==> src/rtl/mat_maven_pkg.sv <==
// Shared definitions for the matrix-multiply result path: frame constants,
// transmit state encoding, the buffered result entry and frame byte helpers.
package mat_maven_pkg;

    localparam logic [7:0] FRAME_SOF = 8'hFE;
    localparam int         FRAME_LEN = 7;
    localparam int         ENTRY_W   = 40;

    typedef enum logic [1:0] {
        IDLE,
        SEND,
        HOLD
    } tx_state_t;

    // Job ID sits in the top byte so the packed entry reads {job, c11, c12, c21, c22}.
    typedef struct packed {
        logic [7:0] job;
        logic [7:0] c11;
        logic [7:0] c12;
        logic [7:0] c21;
        logic [7:0] c22;
    } result_entry_t;

    // Modulo-256 sum of the payload bytes; the start-of-frame byte is not included.
    function automatic logic [7:0] entry_checksum(input result_entry_t e);
        return e.job + e.c11 + e.c12 + e.c21 + e.c22;
    endfunction

    // Byte at position idx of the 7-byte frame built from entry e.
    function automatic logic [7:0] frame_byte(input result_entry_t e,
                                              input logic [2:0]    idx,
                                              input logic [7:0]    csum);
        case (idx)
            3'd0:    return FRAME_SOF;
            3'd1:    return e.job;
            3'd2:    return e.c11;
            3'd3:    return e.c12;
            3'd4:    return e.c21;
            3'd5:    return e.c22;
            3'd6:    return csum;
            default: return 8'h00;
        endcase
    endfunction

endpackage

==> src/rtl/result_fifo.sv <==
// Small synchronous FIFO holding completed results until the transmitter
// is ready to frame them. Full/empty come from an occupancy count one bit
// wider than the address so that DEPTH entries can all be used.
import mat_maven_pkg::*;

module result_fifo #(
    parameter int DEPTH = 2
) (
    input  logic               clk,
    input  logic               rst_n,
    input  logic               wr_en,
    input  logic [ENTRY_W-1:0] wr_data,
    input  logic               rd_en,
    output logic [ENTRY_W-1:0] rd_data,
    output logic               full,
    output logic               empty
);

    localparam int ADDR = $clog2(DEPTH);

    logic [ENTRY_W-1:0] mem [DEPTH];
    logic [ADDR-1:0]    wr_ptr;
    logic [ADDR-1:0]    rd_ptr;
    logic [ADDR:0]      count;
    logic               push;
    logic               pop;

    // A write is refused when full even if a read frees a slot in the same cycle.
    assign push    = wr_en && !full;
    assign pop     = rd_en && !empty;
    assign full    = (count == (ADDR+1)'(DEPTH));
    assign empty   = (count == '0);
    assign rd_data = mem[rd_ptr];

    // Pointers wrap naturally because DEPTH is a power of two.
    always_ff @(posedge clk or negedge rst_n) begin
        if (!rst_n) begin
            wr_ptr <= '0;
            rd_ptr <= '0;
            count  <= '0;
        end else begin
            if (push) wr_ptr <= wr_ptr + 1'b1;
            if (pop)  rd_ptr <= rd_ptr + 1'b1;
            case ({push, pop})
                2'b10:   count <= count + 1'b1;
                2'b01:   count <= count - 1'b1;
                default: count <= count;
            endcase
        end
    end

    // Storage needs no reset; the count alone decides which entries are valid.
    always_ff @(posedge clk) begin
        if (push) mem[wr_ptr] <= wr_data;
    end

endmodule

==> src/rtl/result_tx.sv <==
// Frames buffered matrix results onto the UART as 7-byte packets:
// FE, job, c11, c12, c21, c22, checksum. Each byte waits for the UART to
// be idle, and the cycle after every request is spent in HOLD so the
// UART has time to raise busy before the next byte is considered.
import mat_maven_pkg::*;

module result_tx #(
    parameter int DEPTH = 2
) (
    input  logic        clk,
    input  logic        rst_n,
    input  logic        res_valid,
    output logic        res_ready,
    input  logic [7:0]  res_job,
    input  logic [7:0]  res_c11,
    input  logic [7:0]  res_c12,
    input  logic [7:0]  res_c21,
    input  logic [7:0]  res_c22,
    output logic [7:0]  tx_byte,
    output logic        send_request,
    input  logic        busy,
    output logic        tx_active,
    output logic [15:0] frames_sent
);

    localparam logic [2:0] LAST_IDX = 3'(FRAME_LEN - 1);

    tx_state_t          state;
    tx_state_t          state_next;
    result_entry_t      frame_q;
    logic [ENTRY_W-1:0] fifo_rd_data;
    logic [2:0]         idx_q;
    logic [15:0]        frame_count;
    logic [7:0]         checksum;
    logic               fifo_full;
    logic               fifo_empty;
    logic               pop;
    logic               issue_byte;
    logic               advance;
    logic               frame_done;

    result_fifo #(
        .DEPTH (DEPTH)
    ) u_fifo (
        .clk     (clk),
        .rst_n   (rst_n),
        .wr_en   (res_valid),
        .wr_data ({res_job, res_c11, res_c12, res_c21, res_c22}),
        .rd_en   (pop),
        .rd_data (fifo_rd_data),
        .full    (fifo_full),
        .empty   (fifo_empty)
    );

    assign res_ready   = !fifo_full;
    assign checksum    = entry_checksum(frame_q);
    assign tx_active   = (state != IDLE);
    assign frames_sent = frame_count;

    // State register; reset abandons any frame in progress.
    always_ff @(posedge clk or negedge rst_n) begin
        if (!rst_n) state <= IDLE;
        else        state <= state_next;
    end

    // Next-state and per-cycle control strobes for the frame sequencer.
    always_comb begin
        state_next = state;
        pop        = 1'b0;
        issue_byte = 1'b0;
        advance    = 1'b0;
        frame_done = 1'b0;
        case (state)
            IDLE: begin
                if (!fifo_empty) begin
                    pop        = 1'b1;
                    state_next = SEND;
                end
            end
            SEND: begin
                if (!busy) begin
                    issue_byte = 1'b1;
                    state_next = HOLD;
                end
            end
            HOLD: begin
                if (idx_q == LAST_IDX) begin
                    frame_done = 1'b1;
                    state_next = IDLE;
                end else begin
                    advance    = 1'b1;
                    state_next = SEND;
                end
            end
            default: state_next = IDLE;
        endcase
    end

    // Frame register, byte index, registered UART outputs and frame counter.
    always_ff @(posedge clk or negedge rst_n) begin
        if (!rst_n) begin
            frame_q      <= '0;
            idx_q        <= '0;
            tx_byte      <= 8'h00;
            send_request <= 1'b0;
            frame_count  <= '0;
        end else begin
            send_request <= issue_byte;
            if (pop) begin
                frame_q <= result_entry_t'(fifo_rd_data);
                idx_q   <= '0;
            end
            if (issue_byte) tx_byte <= frame_byte(frame_q, idx_q, checksum);
            if (advance)    idx_q <= idx_q + 1'b1;
            if (frame_done) frame_count <= frame_count + 1'b1;
        end
    end

endmodule
==> config.mk <==
export PLATFORM = sky130hd
export DESIGN_NAME = result_tx
export DESIGN_NICKNAME = d
export VERILOG_FILES = /design/src/rtl/mat_maven_pkg.sv /design/src/rtl/result_fifo.sv /design/src/rtl/result_tx.sv
export SDC_FILE = /design/constraint.sdc
export NUM_CORES = 1
export LEC_CHECK = 0
export ABC_AREA = 1
export BUFFER_PORTS_ARGS = -buffer_cell sky130_fd_sc_hd__buf_2
export CORE_UTILIZATION = 48
export DETAILED_ROUTE_END_ITERATION = 7
export PLACE_DENSITY = 0.73
export SYNTH_ARGS = -nofsm -noshare
export SYNTH_HDL_FRONTEND = slang
export SYNTH_SLANG_ARGS = --single-unit
export TNS_END_PERCENT = 10
==> constraint.sdc <==
create_clock -name clk -period 4.5 [get_ports clk]
set_clock_uncertainty 0.2 [all_clocks]
set_input_delay 0.225 -clock clk [delete_from_list [all_inputs] [get_ports clk]]
set_output_delay 0.225 -clock clk [all_outputs]
set_load 0.02 [all_outputs]
# After elaboration in Yosys (flattened, before gate mapping)
# Memories as Yosys holds them, arrays and structs flattened. A register that Yosys moved wholly into a read port is not among the register bits.
# Cells that the tools add are included.
[totals]
input_bits = 44
wordCells = 62
memories = 1
latch_bits = 0
regBits = 34
ram_bits = 80
rom_bits = 0
[op_classes]
n_reduce_logical = 12
eq_ne = 13
order_cmp = 0
shift = 0
bitwise_logic = 0
muxes = 18
n_addsub = 10
n_mul = 0
div_mod_pow = 0
[mem_list]
columns = ["name", "depth", "width", "rd", "rd_ports_with_merged_regs", "write_ports", "line", "text"]
rows = [
  ["u_fifo.mem", 2, 40, 1, 1, 1, "result_fifo.sv:21", "logic [ENTRY_W-1:0] mem [DEPTH];"],
]
[op_table]
columns = ["operator", "n"]
rows = [
  ["8-bit one-hot mux with 7 select lines", 1],
  ["8-bit adder", 4],
  ["16-bit by 1-bit adder with 16-bit output, second input constant", 1],
  ["1-bit 2-to-1 mux", 11],
  ["3-bit equality test, second input constant", 3],
  ["2-bit equality test, second input constant", 3],
  ["3-bit by 2-bit equality test with 1-bit output, second input constant", 2],
  ["3-bit 2-to-1 mux", 2],
  ["2-bit one-hot mux with 3 select lines", 1],
  ["2-bit nonzero test", 3],
  ["2-bit by 1-bit equality test with 1-bit output, second input constant", 2],
  ["2-bit logical NOT", 2],
  ["2-bit 2-to-1 mux", 2],
  ["2-bit inequality test, second input constant", 2],
  ["2-bit one-hot mux with 2 select lines", 1],
  ["3-bit by 1-bit adder with 3-bit output, second input constant", 1],
  ["3-bit by 1-bit equality test with 1-bit output, second input constant", 1],
  ["1-bit logical NOT", 3],
  ["3-bit logical NOT", 1],
  ["1-bit adder, second input constant", 2],
  ["2-bit by 1-bit adder with 2-bit output, second input constant", 1],
  ["1-bit logical AND", 2],
  ["2-bit AND reduction", 1],
  ["2-bit by 1-bit subtractor with 2-bit output, second input constant", 1],
]

# Longest topological paths before layout
# Gate-level depths: netlist of run 1.
[depth]
ltp_word = 6
depth_mapped = 18
mapped_depth_nobuf = 18

# Cells and area by module
# From an unflattened synthesis of run 1, not the netlist that was laid out.
[hier_totals]
cells_unflattened = 711
hier_area_um2 = 7153.1
[modules_own_cells]
columns = ["mod", "instances", "seq_area_each_um2", "area_per_inst_um2", "cells_per_inst"]
rows = [
  ["result_tx", 1, 1751.7, 3983.8, 469],
  ["result_fifo", 1, 2502.4, 3169.3, 242],
]

# Least setup slack after synthesis of run 1
# OpenSTA, ideal clock, no wires.
[synth_path]
path_type = "reg2reg"
from = "reg, netlist name frame_q[1]"
to = "reg tx_byte[5]"
t_arrival_ns = 3.092
setup_time_ns = 0.117
path_stages_with_launch = 15
required_time_ns = 4.183
setup_slack_ns = 1.091
n_path_buf = 0
synth_period_minus_slack_ns = 3.409
path_cell_list = "dfrtp_1 inv_1 fa_1 fa_1 fa_1 inv_1 ha_1 inv_1 fa_1 o31ai_1 a21oi_1 o21ai_0 nand4_1 nand2_1 nand2_1"
[synth_via]
elab_chain_cells = 2
[synth_rtl]
columns = ["item", "line", "text"]
rows = [
  ["8-bit adder", "mat_maven_pkg.sv:26", "return e.job + e.c11 + e.c12 + e.c21 + e.c22;"],
  ["8-bit one-hot mux with 7 select lines", "mat_maven_pkg.sv:33", "case (idx)"],
  ["end signal: assignment", "result_tx.sv:113", "if (issue_byte) tx_byte <= frame_byte(frame_q, idx_q, checksum);"],
  ["end: declaration", "result_tx.sv:19", "output logic [7:0] tx_byte,"],
]
# Every way passes these cells.
# A chain may end at the register's enable or synchronous reset.

# Final worst setup path of run 1
[layout_path]
from = "reg, netlist name frame_q[1]"
to = "reg tx_byte[5]"
[layout_via]
elab_chain_cells = 2
[layout_rtl]
columns = ["item", "line"]
rows = [
  ["8-bit adder", "mat_maven_pkg.sv:26"],
  ["8-bit one-hot mux with 7 select lines", "mat_maven_pkg.sv:33"],
]
# Every way passes these cells.

==> results.json, run 1 <==
{
  "dpl-instance-area_um2": 7600,
  "rsz0062_at_grt": "false",
  "critical_path_depth": 14,
  "die_h_um": 123,
  "avgViaCountPerCell": 5.05,
  "syn_nets": 722,
  "synth_top_cell_area_share": 0.341,
  "fin_nets": 839,
  "slew_headroom": 0.147,
  "final_area_um2": 8600,
  "cts_buffers": 17,
  "grt_pass1_vias": 4840,
  "cts_sinks": 154,
  "path_clk_slew_ns": 0.06,
  "area_delta_synth_final_pct": 22.0,
  "ant_nets": 0,
  "worstPathArrival_ns": 3.77,
  "fin_tns_setup_ns": 0,
  "fillers": 1145,
  "dp_hpwl_um": 9900,
  "r2r-start": "frame_q[1]$_DFFE_PN0P_",
  "hold_viol_final": 0,
  "overflow": 0,
  "drc": 0,
  "drtIter0Drc": 292,
  "first_pass_iters": 5,
  "r2r_cells": 14,
  "wl_um": 14900,
  "tightest_slew_ns": 1.28,
  "hold_path.class": "reg -> reg",
  "start_util": 0.500,
  "crit_required_ns": 4.62,
  "htreeDepth": 4,
  "die_area_um2": 15200,
  "r2r_end": "tx_byte[5]$_DFFE_PN0P_",
  "mostFrequentLayoutCells": "nand2_1, inv_1, edfxtp_1",
  "cts_tree": "done",
  "clock.fmax_mhz": 274,
  "yosys_warnings": 0,
  "worstHoldStart": "tx_byte[4]$_DFFE_PN0P_",
  "mostFrequentLayoutCell": "nand2_1",
  "die_x_um": 123,
  "synth-seq-area-share": 0.604,
  "num_vias": 4813,
  "track_usage": 0.214,
  "grt_start_max_net_pins": 83,
  "ys_ff_latch": 154,
  "cpMostUsedCell": "fa_1",
  "gp_congestion": 0.900,
  "clock_path_buffers": 2,
  "fin_crit_ns": 3.65,
  "crit_slowest_cell": "fa_1",
  "max_stage_delay_ns": 0.57,
  "ys_types": 38,
  "grt_pass1_wl_um": 23900,
  "post_drt_wl_per_cell_um": 15.7,
  "synthTopCellsByArea": "edfxtp_1, dfrtp_1, nand2_1",
  "netlist_area_um2": 7050,
  "clk_latency_ns": 0.43,
  "clockRootBuffer": "clkbuf_16",
  "num_rows": 43,
  "crit_path_cell_trace": "inv_1, fa_1, fa_1, fa_1, inv_1, ha_1, inv_1, fa_1, o31ai_1, a21oi_1, o21ai_0, nand4_1, nand2_1, nand2_1",
  "cp-endpoint": "tx_byte[5]$_DFFE_PN0P_",
  "cp_max_fo": 3,
  "finalSetupViolations": 0,
  "coreArea_um2": 14100,
  "synth_top_area_cell": "edfxtp_1",
  "synth_cells": 643,
  "diodes": 0,
  "antenna_found_initial": 0,
  "startpoint_type": "flip-flop",
  "slew_violations": 0,
  "drive_above_1_share": 0.164,
  "io_pins": 71,
  "drv_cap": 0,
  "r2r_slack_ns": 0.85,
  "timing.final.crit_share": 0.811,
  "crit_type": "reg -> reg",
  "place.port_buffers": 70,
  "crit_start": "frame_q[1]$_DFFE_PN0P_",
  "critPathTopFamily": "adder cells",
  "status": "finished clean",
  "critical_path_buf_inv_count": 3,
  "avgSynthCellArea_um2": 11.0,
  "endpoint_kind": "flip-flop"
}
==> timing repair <==
action / CTS / global route
hold buffers: 43 / 0
gates resized for setup: 0 / 0
endpoints found under the hold margin: 136 / 0
buffers inserted: 0 / 0
==> registers in the layout, indices dropped and copies added, names as in the netlist <==
| signal | count |
|---|---|
| frame_q | 40 |
| frames_sent | 16 |
| idx_q | 3 |
| send_request | 1 |
| state | 2 |
| tx_byte | 8 |
| u_fifo.count | 2 |
| u_fifo.mem | 80 |
| u_fifo.rd_ptr | 1 |
| u_fifo.wr_ptr | 1 |
==> stage by stage <==
step,hold WS [ns],worst slack (ns),instances,util
after floorplan,-0.271,1.09,643,-
after global placement,0.212,0.930,878,0.539
after detailed placement,0.216,0.903,878,0.539
after CTS,0.270,0.859,953,0.610
after global routing,0.290,0.637,953,0.610
final,0.270,0.852,953,0.610
==> worst reg2reg max path, stage by stage, from the launching register on <==
cell     delay [ns]
dfrtp_1        0.36
inv_1          0.07
fa_1           0.57
fa_1           0.46
fa_1           0.46
inv_1          0.07
ha_1           0.18
inv_1          0.06
fa_1           0.38
o31ai_1        0.29
a21oi_1        0.10
o21ai_0        0.09
nand4_1        0.13
nand2_1        0.08
nand2_1        0.04
==> synth_stat cells (all sizes together) <==
master     n
o211ai     2
nor3       4
o2111ai    2
a31oi     41
edfxtp    80
nand3     15
inv       90
dfrtp     74
clkinv     1
nand3b     1
nand2    155
xnor2      9
fa        20
nor2      57
a221oi     2
o21ai     17
a21oi     16
a211oi     3
o22ai      4
buf        6
clkbuf    13
nand4      2
o31ai      1
xor2      11
ha        15
mux2       1
a21o       1
==> final cells by class <==
class,count,area [um2],area share
Timing Repair Buffer,117,811,0.0943
Clock inverter,15,141,0.0164
Tap cell,180,225,0.0262
Clock buffer,17,425,0.0495
Multi-Input combinational cell,379,2390,0.279
Sequential cell,154,4250,0.495
Inverter,91,347,0.0403
==> per-layer routing <==
metal	vias up	part of all wire	track usage
met3	24	0.049	0.0461
met1	2297	0.44	0.272
met2	135	0.49	0.354
met5	-	0	0
met4	0	0.025	0.0919
li1	2357	-	-
==> worst min path at each step <==
stage	end	slack (ns)	depth (start not counted)
final	tx_byte[4]$_DFFE_PN0P_	0.27	2
after global routing	frames_sent[15]$_DFFE_PN0P_	0.29	1
after CTS	frames_sent[15]$_DFFE_PN0P_	0.27	1
after detailed placement	u_fifo.mem[1][7]$_DFFE_PP_	0.22	1
after global placement	u_fifo.mem[0][37]$_DFFE_PP_	0.21	1
after floorplan	frame_q[0]$_DFFE_PN0P_	-0.27	0
==> kinds of logic after synthesis <==
logic type | after synthesis | share of synthesized area
xor+xnor | 20 | 0.0249
compound gates | 89 | 0.0758
buf+inv | 110 | 0.0600
mux | 1 | 0.00160
flops | 154 | 0.604
simple gates | 234 | 0.150
fa+ha+maj | 35 | 0.0835
Power of run 1 is left out: the tool's default activity adds up to more than one toggle a clock period on the data nets, which glitch-free logic cannot reach.
==> inputs of run 2 (changes only) <==
==> constraint.sdc (replaced) <==
create_clock -name clk -period 3.65 [get_ports clk]
set_clock_uncertainty 0.2 [all_clocks]
set_input_delay 0.1825 -clock clk [delete_from_list [all_inputs] [get_ports clk]]
set_output_delay 0.1825 -clock clk [all_outputs]
set_load 0.02 [all_outputs]
==> results.json, run 2 (synthesis gave the netlist of run 1 again) <==
{
  "dp_hpwl_um": 10800,
  "area_delta_synth_final_pct": 25.0,
  "regMostFlops": "u_fifo.mem",
  "avgViaCountPerCell": 5.15,
  "io_pins": 71,
  "finalSetupViolations": 1,
  "cts_sinks": 154,
  "start_util": 0.500,
  "worst_slack_ns": -0.00998,
  "track_usage": 0.236,
  "rsz0062_at_grt": "true",
  "slew_violations": 0,
  "path_clk_slew_ns": 0.06,
  "worstPathArrival_ns": 3.78,
  "timing.final.crit_share": 1.00,
  "die_h_um": 123,
  "grt_pass1_vias": 5206,
  "antenna_found_initial": 0,
  "cts_buffers": 17,
  "clk_latency_ns": 0.43,
  "wl_um": 16400,
  "ant_nets": 0,
  "htreeDepth": 4,
  "drc": 0,
  "fin_nets": 850,
  "holdWs_ns": 0.267,
  "num_vias": 4961,
  "coreArea_um2": 14100,
  "grt_pass1_wl_um": 26200,
  "drv_cap": 0,
  "status": "complete, but fails checks",
  "drive_above_1_share": 0.195,
  "clock_path_buffers": 2,
  "diodes": 0,
  "largest_reg_flops": 80,
  "first_pass_iters": 5,
  "drtIter0Drc": 333,
  "clockRootBuffer": "clkbuf_16",
  "post_drt_wl_per_cell_um": 17.0,
  "tightest_slew_ns": 0.992,
  "crit_required_ns": 3.77,
  "place.port_buffers": 70,
  "violations": "negative setup slack",
  "mostFrequentLayoutCell": "nand2_1",
  "slew_headroom": 0.338,
  "num_rows": 43,
  "endpoint_kind": "flip-flop",
  "die_x_um": 123,
  "hold_path.class": "in -> reg",
  "gp_congestion": 0.952,
  "crit_type": "reg -> reg",
  "cts_tree": "done",
  "mostFrequentLayoutCells": "nand2_1, inv_1, edfxtp_1",
  "cp_max_fo": 6,
  "die_area_um2": 15200,
  "fin_crit_ns": 3.66,
  "clock.fmax_mhz": 273,
  "startpoint_type": "flip-flop",
  "grt_start_max_net_pins": 83,
  "overflow": 0,
  "hold_viol_final": 0
}
[run 2: cell types whose count changed in the layout (fill, tap and decap cells not counted), moves of 2 or more]
| cell | before | now |
|---|---|---|
| inv_1 | 89 | 87 |
| ha_1 | 15 | 10 |
| ha_4 | 0 | 4 |
| o21ai_0 | 17 | 15 |
| fa_2 | 0 | 2 |
| fa_1 | 20 | 18 |
| buf_4 | 4 | 14 |
| a21oi_1 | 15 | 12 |
| a21oi_2 | 0 | 3 |
| o21ai_1 | 0 | 2 |
| inv_2 | 0 | 2 |
[run 2: final timing paths]
| path | start | to | slack [ns] | depth (start not counted) |
|---|---|---|---|---|
| worst max-delay path | frame_q[3]$_DFFE_PN0P_ | tx_byte[4]$_DFFE_PN0P_ | -0.01 | 14 |
| worst min-delay path | res_c11[1] | u_fifo.mem[0][25]$_DFFE_PP_ | 0.27 | 2 |
| worst max register to register | frame_q[3]$_DFFE_PN0P_ | tx_byte[4]$_DFFE_PN0P_ | -0.01 | 14 |
| worst min register to register | tx_byte[4]$_DFFE_PN0P_ | tx_byte[4]$_DFFE_PN0P_ | 0.28 | 2 |
| max in group asynchronous | rst_n | frame_q[25]$_DFFE_PN0P_ | 2.29 | 3 |
| min in group asynchronous | rst_n | frames_sent[6]$_DFFE_PN0P_ | 0.33 | 3 |
[run 2: worst max-delay path: stages (launching register included)]
cell and delay [ns]:
dfrtp_1 0.36, inv_1 0.09, fa_1 0.54, inv_1 0.05, fa_1 0.50, inv_1 0.06
fa_1 0.50, inv_1 0.08, ha_4 0.27, a21o_1 0.19, a31oi_1 0.23, xor2_1 0.22
o21ai_0 0.13, nand2_1 0.10, nand2_1 0.05
[run 2: final cells by class]
cell class              instances  area [um2]
clock buffers                  17         425
inverters                      91         347
multi-input cells             379        2480
repair buffers                128         906
clock inverters                15         165
fillers                      1106        5290
flip-flops and latches        154        4250
well taps                     180         225
[run 2: metrics by stage]
step	cell area, um2	cells	setup slack [ns]	utilization	TNS (ns)
2_1_floorplan	7050	643	0.241	-	0
3_3_place_gp	7660	884	0.00796	0.543	0
3_5_place_dp	7660	884	-0.0564	0.543	-0.0564
4_1_cts	8680	959	0.0331	0.616	0
5_1_grt	8800	964	-0.159	0.625	-0.342
6_report	8800	964	-0.00998	0.625	-0.00998
[run 2: timing repair]
action / 4_1_cts / 5_1_grt
pin swaps: 1 / 8
gates resized for setup: 1 / 17
setup endpoints to repair: 1 / 5
hold buffers: 43 / 0
hold endpoints to repair: 165 / 0
cloned: 0 / 0
buffers inserted: 0 / 5
[run 2: routing by layer]
metal	wire length, um	share of wire	up-vias	track usage
met5	0	0	-	0
met4	350	0.021	0	0.102
met3	777	0.047	31	0.0503
met2	8450	0.52	139	0.405
met1	6790	0.41	2418	0.286
li1	-	-	2373	-
Power of run 2 is left out for the same reason.
